`config.mk`:
```
export PLATFORM = sky130hd
export DESIGN_NAME = multicycle_ctrl_flat
export DESIGN_NICKNAME = d
export VERILOG_FILES = /design/src/rtl/multicycle_ctrl_pkg.sv /design/src/rtl/multicycle_ctrl_if.sv /design/src/rtl/multicycle_ctrl_immdecode.sv /design/src/rtl/multicycle_ctrl.sv /design/src/flat_wrapper.sv
export SDC_FILE = /design/constraint.sdc
export NUM_CORES = 1
export LEC_CHECK = 0
export CAP_MARGIN = 5
export CORE_MARGIN = 3
export CORE_UTILIZATION = 44
export CTS_CLUSTER_DIAMETER = 80
export DETAILED_ROUTE_END_ITERATION = 8
export MAX_ROUTING_LAYER = met4
export PLACE_DENSITY_LB_ADDON = 0.05
export SLEW_MARGIN = 15
export SYNTH_ARGS = -nofsm -noshare
export SYNTH_HDL_FRONTEND = slang
export SYNTH_SLANG_ARGS = --single-unit
```
`constraint.sdc`:
```
create_clock -name clk -period 3 [get_ports clk]
set_input_delay 0.6 -clock clk [delete_from_list [all_inputs] [get_ports clk]]
set_output_delay 0.6 -clock clk [all_outputs]
set_load 0.01 [all_outputs]
```
`src/rtl/multicycle_ctrl_pkg.sv`:
```
// Shared encodings for the multicycle RV32I control FSM:
// state enum, opcodes, datapath mux selects and the control bundle.
package ctrl_pkg;

  typedef enum logic [3:0] {
    S_FETCH,
    S_DECODE,
    S_MEMADR,
    S_MEMREAD,
    S_MEMWB,
    S_MEMWRITE,
    S_EXECR,
    S_EXECI,
    S_ALUWB,
    S_JAL,
    S_JALR,
    S_JALR2,
    S_BRANCH,
    S_TRAP
  } ctrl_state_t;

  localparam logic [6:0] OP_LOAD   = 7'b0000011;
  localparam logic [6:0] OP_STORE  = 7'b0100011;
  localparam logic [6:0] OP_RTYPE  = 7'b0110011;
  localparam logic [6:0] OP_ITYPE  = 7'b0010011;
  localparam logic [6:0] OP_JAL    = 7'b1101111;
  localparam logic [6:0] OP_JALR   = 7'b1100111;
  localparam logic [6:0] OP_BRANCH = 7'b1100011;

  localparam logic [1:0] SRCA_PC    = 2'b00;
  localparam logic [1:0] SRCA_OLDPC = 2'b01;
  localparam logic [1:0] SRCA_RS1   = 2'b10;

  localparam logic [1:0] SRCB_RS2  = 2'b00;
  localparam logic [1:0] SRCB_IMM  = 2'b01;
  localparam logic [1:0] SRCB_FOUR = 2'b10;

  localparam logic [1:0] ALUOP_ADD   = 2'b00;
  localparam logic [1:0] ALUOP_SUB   = 2'b01;
  localparam logic [1:0] ALUOP_FUNCT = 2'b10;

  localparam logic [1:0] RES_ALUOUT = 2'b00;
  localparam logic [1:0] RES_MEM    = 2'b01;
  localparam logic [1:0] RES_ALURES = 2'b10;

  localparam logic [2:0] IMM_I    = 3'b000;
  localparam logic [2:0] IMM_S    = 3'b001;
  localparam logic [2:0] IMM_B    = 3'b010;
  localparam logic [2:0] IMM_J    = 3'b011;
  localparam logic [2:0] IMM_NONE = 3'b111;

  typedef struct packed {
    logic       mem_req;
    logic       AdrSrc;
    logic       IRWrite;
    logic       PCWrite;
    logic       MemWrite;
    logic       RegWrite;
    logic [1:0] ALUSrcA;
    logic [1:0] ALUSrcB;
    logic [1:0] ALUop;
    logic [1:0] ResultSrc;
    logic       instr_done;
    logic       trap;
  } ctrl_out_t;

endpackage

```
`src/rtl/multicycle_ctrl_if.sv`:
```
// Control/datapath bundle between the multicycle FSM and datapath.
// master = controller side, slave = datapath side.
interface multicycle_ctrl_if;
  logic [6:0] op;
  logic [2:0] funct3;
  logic       EQ;
  logic       mem_ready;
  logic       mem_req;
  logic       AdrSrc;
  logic       IRWrite;
  logic       PCWrite;
  logic       MemWrite;
  logic       RegWrite;
  logic [1:0] ALUSrcA;
  logic [1:0] ALUSrcB;
  logic [1:0] ALUop;
  logic [1:0] ResultSrc;
  logic [2:0] ImmSrc;
  logic       instr_done;
  logic       trap;

  modport master (
    input  op, funct3, EQ, mem_ready,
    output mem_req, AdrSrc, IRWrite,
    output PCWrite, MemWrite, RegWrite,
    output ALUSrcA, ALUSrcB, ALUop,
    output ResultSrc, ImmSrc,
    output instr_done, trap
  );

  modport slave (
    output op, funct3, EQ, mem_ready,
    input  mem_req, AdrSrc, IRWrite,
    input  PCWrite, MemWrite, RegWrite,
    input  ALUSrcA, ALUSrcB, ALUop,
    input  ResultSrc, ImmSrc,
    input  instr_done, trap
  );
endinterface

```
`src/rtl/multicycle_ctrl_immdecode.sv`:
```
// Opcode to immediate-format select; independent of FSM state.
module ctrl_immdecode
  import ctrl_pkg::*;
(
  input  logic [6:0] i_op,
  output logic [2:0] o_imm_src
);

  always_comb begin
    o_imm_src = IMM_NONE;
    unique case (i_op)
      OP_LOAD,
      OP_ITYPE,
      OP_JALR:   o_imm_src = IMM_I;
      OP_STORE:  o_imm_src = IMM_S;
      OP_BRANCH: o_imm_src = IMM_B;
      OP_JAL:    o_imm_src = IMM_J;
      default:   o_imm_src = IMM_NONE;
    endcase
  end

endmodule

```
`src/rtl/multicycle_ctrl.sv`:
```
// Moore control FSM sequencing the shared multicycle RV32I datapath.
module multicycle_ctrl
  import ctrl_pkg::*;
(
  input logic            clk,
  input logic            rst_n,
  multicycle_ctrl_if.master bus
);

  ctrl_state_t r_state;
  ctrl_state_t w_next;
  ctrl_out_t   w_out;
  logic        w_take;
  logic        w_rdy;

  assign w_rdy  = bus.mem_ready;
  assign w_take = (bus.funct3 == 3'b000 &&  bus.EQ)
               || (bus.funct3 == 3'b001 && !bus.EQ);

  always_ff @(posedge clk) begin
    if (!rst_n) r_state <= S_FETCH;
    else        r_state <= w_next;
  end

  always_comb begin
    w_next = r_state;
    unique case (r_state)
      S_FETCH:    if (w_rdy) w_next = S_DECODE;
      S_DECODE: begin
        unique case (bus.op)
          OP_LOAD,
          OP_STORE:  w_next = S_MEMADR;
          OP_RTYPE:  w_next = S_EXECR;
          OP_ITYPE:  w_next = S_EXECI;
          OP_JAL:    w_next = S_JAL;
          OP_JALR:   w_next = S_JALR;
          OP_BRANCH: w_next = S_BRANCH;
          default:   w_next = S_TRAP;
        endcase
      end
      S_MEMADR:
        w_next = (bus.op == OP_LOAD)
               ? S_MEMREAD : S_MEMWRITE;
      S_MEMREAD:  if (w_rdy) w_next = S_MEMWB;
      S_MEMWB:    w_next = S_FETCH;
      S_MEMWRITE: if (w_rdy) w_next = S_FETCH;
      S_EXECR,
      S_EXECI:    w_next = S_ALUWB;
      S_ALUWB:    w_next = S_FETCH;
      S_JAL:      w_next = S_ALUWB;
      S_JALR:     w_next = S_JALR2;
      S_JALR2:    w_next = S_ALUWB;
      S_BRANCH:   w_next = S_FETCH;
      S_TRAP:     w_next = S_TRAP;
      default:    w_next = S_FETCH;
    endcase
  end

  always_comb begin
    w_out = '0;
    unique case (r_state)
      S_FETCH: begin
        w_out.mem_req   = 1'b1;
        w_out.IRWrite   = w_rdy;
        w_out.PCWrite   = w_rdy;
        w_out.ALUSrcB   = SRCB_FOUR;
        w_out.ResultSrc = RES_ALURES;
      end
      S_DECODE: begin
        w_out.ALUSrcA = SRCA_OLDPC;
        w_out.ALUSrcB = SRCB_IMM;
      end
      S_MEMADR, S_JALR: begin
        w_out.ALUSrcA = SRCA_RS1;
        w_out.ALUSrcB = SRCB_IMM;
      end
      S_MEMREAD: begin
        w_out.mem_req = 1'b1;
        w_out.AdrSrc  = 1'b1;
      end
      S_MEMWB: begin
        w_out.ResultSrc  = RES_MEM;
        w_out.RegWrite   = 1'b1;
        w_out.instr_done = 1'b1;
      end
      S_MEMWRITE: begin
        w_out.mem_req    = 1'b1;
        w_out.AdrSrc     = 1'b1;
        w_out.MemWrite   = 1'b1;
        w_out.instr_done = w_rdy;
      end
      S_EXECR: begin
        w_out.ALUSrcA = SRCA_RS1;
        w_out.ALUSrcB = SRCB_RS2;
        w_out.ALUop   = ALUOP_FUNCT;
      end
      S_EXECI: begin
        w_out.ALUSrcA = SRCA_RS1;
        w_out.ALUSrcB = SRCB_IMM;
        w_out.ALUop   = ALUOP_FUNCT;
      end
      S_ALUWB: begin
        w_out.ResultSrc  = RES_ALUOUT;
        w_out.RegWrite   = 1'b1;
        w_out.instr_done = 1'b1;
      end
      // PC takes the target held in ALUOut; ALU forms OldPC+4 for rd
      S_JAL, S_JALR2: begin
        w_out.ALUSrcA   = SRCA_OLDPC;
        w_out.ALUSrcB   = SRCB_FOUR;
        w_out.ResultSrc = RES_ALUOUT;
        w_out.PCWrite   = 1'b1;
      end
      S_BRANCH: begin
        w_out.ALUSrcA    = SRCA_RS1;
        w_out.ALUSrcB    = SRCB_RS2;
        w_out.ALUop      = ALUOP_SUB;
        w_out.ResultSrc  = RES_ALUOUT;
        w_out.PCWrite    = w_take;
        w_out.instr_done = 1'b1;
      end
      S_TRAP:  w_out.trap = 1'b1;
      default: w_out = '0;
    endcase
  end

  // Write strobes are squashed during reset so nothing commits
  assign bus.mem_req    = rst_n & w_out.mem_req;
  assign bus.IRWrite    = rst_n & w_out.IRWrite;
  assign bus.PCWrite    = rst_n & w_out.PCWrite;
  assign bus.MemWrite   = rst_n & w_out.MemWrite;
  assign bus.RegWrite   = rst_n & w_out.RegWrite;
  assign bus.instr_done = rst_n & w_out.instr_done;
  assign bus.AdrSrc     = w_out.AdrSrc;
  assign bus.ALUSrcA    = w_out.ALUSrcA;
  assign bus.ALUSrcB    = w_out.ALUSrcB;
  assign bus.ALUop      = w_out.ALUop;
  assign bus.ResultSrc  = w_out.ResultSrc;
  assign bus.trap       = w_out.trap;

  ctrl_immdecode u_imm (
    .i_op      (bus.op),
    .o_imm_src (bus.ImmSrc)
  );

endmodule

```
`src/flat_wrapper.sv`:
```
// flat-port wrapper written by rule: the top's interface ports become plain ports
module multicycle_ctrl_flat import ctrl_pkg::*;
  (clk, rst_n, bus_op, bus_funct3, bus_EQ, bus_mem_ready, bus_mem_req, bus_AdrSrc, bus_IRWrite, bus_PCWrite, bus_MemWrite, bus_RegWrite, bus_ALUSrcA, bus_ALUSrcB, bus_ALUop, bus_ResultSrc, bus_ImmSrc, bus_instr_done, bus_trap);
  multicycle_ctrl_if bus_i ();
  input logic clk;
  input logic rst_n;
  input wire logic [$bits(bus_i.op)-1:0] bus_op;
  input wire logic [$bits(bus_i.funct3)-1:0] bus_funct3;
  input wire logic [$bits(bus_i.EQ)-1:0] bus_EQ;
  input wire logic [$bits(bus_i.mem_ready)-1:0] bus_mem_ready;
  output wire logic [$bits(bus_i.mem_req)-1:0] bus_mem_req;
  output wire logic [$bits(bus_i.AdrSrc)-1:0] bus_AdrSrc;
  output wire logic [$bits(bus_i.IRWrite)-1:0] bus_IRWrite;
  output wire logic [$bits(bus_i.PCWrite)-1:0] bus_PCWrite;
  output wire logic [$bits(bus_i.MemWrite)-1:0] bus_MemWrite;
  output wire logic [$bits(bus_i.RegWrite)-1:0] bus_RegWrite;
  output wire logic [$bits(bus_i.ALUSrcA)-1:0] bus_ALUSrcA;
  output wire logic [$bits(bus_i.ALUSrcB)-1:0] bus_ALUSrcB;
  output wire logic [$bits(bus_i.ALUop)-1:0] bus_ALUop;
  output wire logic [$bits(bus_i.ResultSrc)-1:0] bus_ResultSrc;
  output wire logic [$bits(bus_i.ImmSrc)-1:0] bus_ImmSrc;
  output wire logic [$bits(bus_i.instr_done)-1:0] bus_instr_done;
  output wire logic [$bits(bus_i.trap)-1:0] bus_trap;
  assign bus_i.op = bus_op;
  assign bus_i.funct3 = bus_funct3;
  assign bus_i.EQ = bus_EQ;
  assign bus_i.mem_ready = bus_mem_ready;
  assign bus_mem_req = bus_i.mem_req;
  assign bus_AdrSrc = bus_i.AdrSrc;
  assign bus_IRWrite = bus_i.IRWrite;
  assign bus_PCWrite = bus_i.PCWrite;
  assign bus_MemWrite = bus_i.MemWrite;
  assign bus_RegWrite = bus_i.RegWrite;
  assign bus_ALUSrcA = bus_i.ALUSrcA;
  assign bus_ALUSrcB = bus_i.ALUSrcB;
  assign bus_ALUop = bus_i.ALUop;
  assign bus_ResultSrc = bus_i.ResultSrc;
  assign bus_ImmSrc = bus_i.ImmSrc;
  assign bus_instr_done = bus_i.instr_done;
  assign bus_trap = bus_i.trap;
  multicycle_ctrl u_core (.clk(clk), .rst_n(rst_n), .bus(bus_i));
endmodule
```
==> impl_metrics.toml, run 1 <==
[setup_path]
path_class = "input pin to primary output"
endpoint_kind = "primary output"
reg2reg_depth = 5
r2r_slack_ns = 1.31
reg2reg_to = "u_core.r_state[0]$_SDFFE_PN0P_"
reg2reg_from = "u_core.r_state[2]$_SDFFE_PN0P_"
worst-endpoint-required_ns = 2.40
cp.arrival_ns = 2.25
cp-start-kind = "input pin"
path_max_fanout = 2

[synthesis]
seq_area_frac_synth = 0.110
ys_warn_count = 0
synth_edf_count = 0
synth_cell_types = 40
synth_seq_cells = 4
synth_ff_type = "dfxtp_1"
async_reset_ff_frac = 0
syn_area_per_cell_um2 = 6.39
syn_nets = 128
syn-cell-area_um2 = 728
syn_inst = 114

[global_route]
grt_overflow = 0
grt_pass1_vias = 836
grt_max_degree = 19
antenna_found_initial = 0
grtUsageTotal = 0.238
grt_pass1_wl_um = 3690

[sta]
setup_violations = 0
min_period_over_period = 0.948
finClkSkew_ns = 0.00562
setup_ws_ns = 0.155
slew-limit-headroom = 0.627
maxSlewViolCount = 0
finalSetupTns_ns = 0
finalHoldViolCount = 0
fmax_mhz = 351
rsz0062_at_grt = "false"
worst_slew_pin_slew_ns = 0.558
period_needed_ns = 2.85

[route]
drt_iter0_drc = 19
drc = 0
wl_um = 2150
avgRoutedWirePerCell_um = 13.3
routed-via-count = 960
via_per_inst = 5.93
firstDrtPassIters = 4
drt.antenna.violating_nets = 0

[worst_hold_path]
hp-start = "u_core.r_state[1]$_SDFFE_PN0P_"
hold_end = "u_core.r_state[3]$_SDFFE_PN0P_"
hp-class = "flip-flop to flip-flop"
hold_depth = 3

[layout]
fin_nets = 162
largest_reg_flops = 4
multi_input_area_um2 = 594
seqCellArea_um2 = 80.1
antenna_cells = 0
layout_common_cells = "32 x clkdlybuf4s50_1, 10 x nand2_1, 9 x nor2_1, 9 x buf_4, 8 x o21ai_0"
area_growth_pct = 53.3
layout_commonest_cell = "clkdlybuf4s50_1"
fillers = 144
largest-register = "u_core.r_state"
drive_above_1_share = 0.110
largestRegisters = "u_core.r_state x4"

[floorplan]
die_w_um = 46.7
core-area_um2 = 1520
die_area_um2 = 2180
rows = 14
io_pins = 33
start_util = 0.478
dieHeight_um = 46.7

[cts]
cts_tree = "done"
cts_buffers = 3
htreeDepth = 1
clock-sinks = 4
cts_max_path_buffers = 2
hold_buffers = 0
postCtsSetupRepairBufs = 0
clkTransAtPathRegs_ns = 0.04
cts_root_buffer = "clkbuf_4"
clk_latency_ns = 0.25

[flow_run]
drv_cap = 0

[placement]
io_buffer_count = 32
dp_slack_ns = 0.0700
post-dp-hpwl_um = 1690
gp_congestion = 0.809

[power_and_ir_drop]
leakagePower_uw = 0.000420
peakVddDrop_uv = 140
power.density_nw_per_um2 = 302

[outcome]
status = "finished, final reports clean"
critical path, cell delays in order:
cell and delay [ns]:
clkdlybuf4s50_1 0.47, nor3b_2 0.23, a31oi_1 0.06, o32ai_1 0.20, and2_1 0.16, clkdlybuf4s50_1 0.53
what timing repair did:
| action | 4_1_cts | 5_1_grt |
|---|---|---|
| setup endpoints to repair | 0 | 1 |
| hold endpoints to repair | 0 | 0 |
| gates resized for setup | 0 | 1 |
synthesized netlist by cell type (2+ instances only):
master	instances	area (um^2)
inv_1	3	11.3
nand2_1	10	37.5
nand2b_1	6	37.5
a21o_1	3	22.5
and2_1	2	12.5
dfxtp_1	4	80.1
nor2b_1	4	25.0
clkbuf_1	9	33.8
nor3_1	7	35.0
o21ai_0	8	40.0
a21boi_0	2	15.0
xor2_1	2	17.5
o211ai_1	3	22.5
nor3b_1	2	15.0
buf_2	2	10.0
a31oi_1	4	25.0
and3_1	2	12.5
o31ai_1	2	15.0
nor2_1	9	33.8
a21oi_1	7	35.0
o21a_1	2	15.0
nand3_1	2	10.0
nor4b_1	2	17.5
layout make-up:
| cell class | count | share of cell area |
|---|---|---|
| Multi-Input combinational cell | 95 | 0.533 |
| Timing Repair Buffer | 41 | 0.348 |
| Sequential cell | 4 | 0.0717 |
| Clock buffer | 3 | 0.0202 |
| Tap cell | 16 | 0.0179 |
| Inverter | 3 | 0.0101 |
kinds of logic (layout without fill, tap and decap cells):
| logic type | Yosys count | after routing | share of synthesized area |
|---|---|---|---|
| AO/OA/AOI/OAI | 37 | 37 | 0.342 |
| XOR/XNOR | 3 | 3 | 0.0361 |
| buffers and inverters | 15 | 47 | 0.0807 |
| flip-flops | 4 | 4 | 0.110 |
| multiplexers | 2 | 2 | 0.0292 |
| AND/OR/NAND/NOR | 53 | 53 | 0.402 |
where the power goes:
part           switching (uW)  internal [uW]
Clock                    27.4           45.1
Combinational            85.4            103
Sequential               17.6           58.2
how the worst max path moves through the flow:
stage | to | from | cells after the start | slack (ns)
3_5_place_dp | bus_PCWrite | bus_mem_ready | 6 | 0.07
4_1_cts | bus_PCWrite | bus_mem_ready | 6 | 0.06
6_report | bus_PCWrite | bus_mem_ready | 6 | 0.15
5_1_grt | bus_PCWrite | bus_mem_ready | 6 | 0.06
3_3_place_gp | bus_PCWrite | bus_mem_ready | 6 | 0.1
2_1_floorplan | bus_PCWrite | bus_mem_ready | 5 | 0.90
per-layer routing:
metal	up-vias	track usage	wire, um
met2	40	0.346	985
met4	0	0.0939	30
met1	434	0.333	1000
met3	3	0.0234	130
li1	483	-	-
met5	-	-	0
per-stage QoR:
| step | instances | util | cell area [um^2] | power (uW) | hold slack (ns) |
|---|---|---|---|---|---|
| 3_3_place_gp | 159 | 0.714 | 1090 | 259 | 0.725 |
| 5_1_grt | 162 | 0.732 | 1120 | 361 | 0.812 |
| 6_report | 162 | 0.732 | 1120 | 337 | 0.747 |
| 4_1_cts | 162 | 0.729 | 1110 | 337 | 0.748 |
| 2_1_floorplan | 114 | - | 728 | 176 | 0.627 |
| 3_5_place_dp | 159 | 0.714 | 1090 | 263 | 0.745 |
(Power assumes the default switching activity.)
==> run 2: changes to the inputs <==
--- a/config.mk
+++ b/config.mk
@@ -12,6 +12,7 @@
 export DETAILED_ROUTE_END_ITERATION = 8
 export MAX_ROUTING_LAYER = met4
 export PLACE_DENSITY_LB_ADDON = 0.05
+export SETUP_SLACK_MARGIN = 0.2
 export SLEW_MARGIN = 15
 export SYNTH_ARGS = -nofsm -noshare
 export SYNTH_HDL_FRONTEND = slang
==> impl_metrics.toml, run 2 (synthesized netlist as in run 1, its figures left out) <==
[worst_hold_path]
hp-start = "u_core.r_state[0]$_SDFFE_PN0P_"
hold_end = "u_core.r_state[2]$_SDFFE_PN0P_"
hold_depth = 3
hp-class = "flip-flop to flip-flop"

[floorplan]
dieHeight_um = 46.7
die_w_um = 46.7
rows = 14
core-area_um2 = 1520
start_util = 0.478
io_pins = 33
die_area_um2 = 2180

[sta]
fmax_mhz = 371
min_period_over_period = 0.897
period_needed_ns = 2.69
finalHoldViolCount = 0
setup_violations = 0
maxSlewViolCount = 0
worst_slew_pin_slew_ns = 0.535
finalSetupTns_ns = 0
slew-limit-headroom = 0.638
finClkSkew_ns = 0.00494
rsz0062_at_grt = "false"

[route]
drt_iter0_drc = 24
m1WireLength_um = 1040
met3_length_um = 105
firstDrtPassIters = 4
dr_wl_met2_um = 1010
drc = 0
highest_layer = "met4"
via_per_inst = 5.90
routed-via-count = 955
drt.antenna.violating_nets = 0
wl_um = 2170
avgRoutedWirePerCell_um = 13.4

[global_route]
antenna_found_initial = 0
grt_pass1_vias = 835
grtUsageTotal = 0.238
grt_max_degree = 19
grt_overflow = 0
grt_pass1_wl_um = 3680

[cts]
cts_root_buffer = "clkbuf_4"
cts_max_path_buffers = 2
cts_tree = "done"
clock-sinks = 4
htreeDepth = 1
cts_buffers = 3
postCtsSetupRepairBufs = 0
clk_latency_ns = 0.25
clkTransAtPathRegs_ns = 0.04

[setup_path]
cp.arrival_ns = 2.09
cp-start-kind = "input pin"
critPathMaxStageDelay_ns = 0.47
path_max_fanout = 4
path_class = "input pin to primary output"
r2r_slack_ns = 1.41
reg2reg_from = "u_core.r_state[3]$_SDFFE_PN0P_"
critPathSlowestCell = "clkdlybuf4s50_1"
endpoint_kind = "primary output"
crit_buf_inv = 2
reg2reg_to = "u_core.r_state[0]$_SDFFE_PN0P_"
cp_top_family = "buffers and inverters"
worst-endpoint-required_ns = 2.40
path_cells = "clkdlybuf4s50_1 > nor2b_2 > nand3_1 > a21o_1 > clkdlybuf4s50_1"
crit_top_cell = "clkdlybuf4s50_1"
reg2reg_depth = 5

[layout]
largest-register = "u_core.r_state"
antenna_cells = 0
largest_reg_flops = 4
layout_commonest_cell = "clkdlybuf4s50_1"
fin_area_um2 = 1130
drive_above_1_share = 0.130
area_growth_pct = 55.7
largestRegisters = "u_core.r_state x4"
fin_nets = 162
layout_common_cells = "28 x clkdlybuf4s50_1, 10 x nand2_1, 9 x nor2_1, 9 x buf_4, 8 x o21ai_0"
fillers = 137

[power_and_ir_drop]
power.density_nw_per_um2 = 298
p_sw_uw = 131
peakVddDrop_uv = 139
p_int_uw = 206
leakagePower_uw = 0.000461
power_frac_seq = 0.230
pwr-share-clk = 0.213
p_comb_frac = 0.557
swShare = 0.388

[placement]
io_buffer_count = 32
post-dp-hpwl_um = 1690
place_area_um2 = 1090
gp_congestion = 0.809

[outcome]
status = "finished, final reports clean"

[flow_run]
drv_cap = 0
## run 2: layout make-up
type	instances	area, um^2	area share
Multi-Input combinational cell	95	603	0.532
Inverter	3	11.3	0.00993
Clock buffer	3	22.5	0.0199
Sequential cell	4	82.6	0.0728
Tap cell	16	20.0	0.0177
Timing Repair Buffer	41	394	0.348
## run 2: power groups by stage
stage | Clock [uW] | Combinational [uW] | Sequential [uW]
after floorplan | 0 | 114 | 61.6
after global placement | 0 | 183 | 76.0
after detailed placement | 0 | 187 | 75.5
after CTS | 73.9 | 190 | 76.2
after global routing | 76.7 | 205 | 79.6
final | 72.0 | 188 | 77.5
## run 2: worst max path at each step
stage                        startpoint       endpoint  slack [ns]  cells past startpoint
final                         bus_op[5]  bus_ImmSrc[2]        0.31                      5
after global routing          bus_op[5]  bus_ImmSrc[1]        0.23                      6
after CTS                     bus_op[4]  bus_ImmSrc[1]        0.24                      6
after detailed placement  bus_mem_ready    bus_PCWrite        0.07                      6
after global placement    bus_mem_ready    bus_PCWrite         0.1                      6
after floorplan           bus_mem_ready    bus_PCWrite        0.90                      5
## run 2: metal layers
metal / vias up / global-route usage
met4: 0 / 0.0939
li1: 482 / -
met5: - / -
met1: 436 / 0.333
met3: 4 / 0.0234
met2: 33 / 0.346
## run 2: through the flow
stage | instances | setup WS [ns] | util | power [uW] | hold slack, ns
final | 162 | 0.308 | 0.744 | 337 | 0.724
after global routing | 162 | 0.230 | 0.744 | 362 | 0.782
after CTS | 162 | 0.241 | 0.737 | 340 | 0.749
after detailed placement | 159 | 0.0700 | 0.714 | 263 | 0.745
after global placement | 159 | 0.0966 | 0.714 | 259 | 0.725
after floorplan | 114 | 0.896 | - | 176 | 0.627
## run 2: what timing repair did
item                                   in CTS  in global routing
pin swaps                                   0                  0
gates resized for setup                     4                  5
hold buffers                                0                  0
endpoints found under the hold margin       0                  0
setup endpoints to repair                   3                  5
## run 2: worst min-delay path: cells and delay by family, from the launching register on
family          cells  cell delay [ns]
compound gates      2             0.19
flops               1             0.40
simple gates        1             0.09
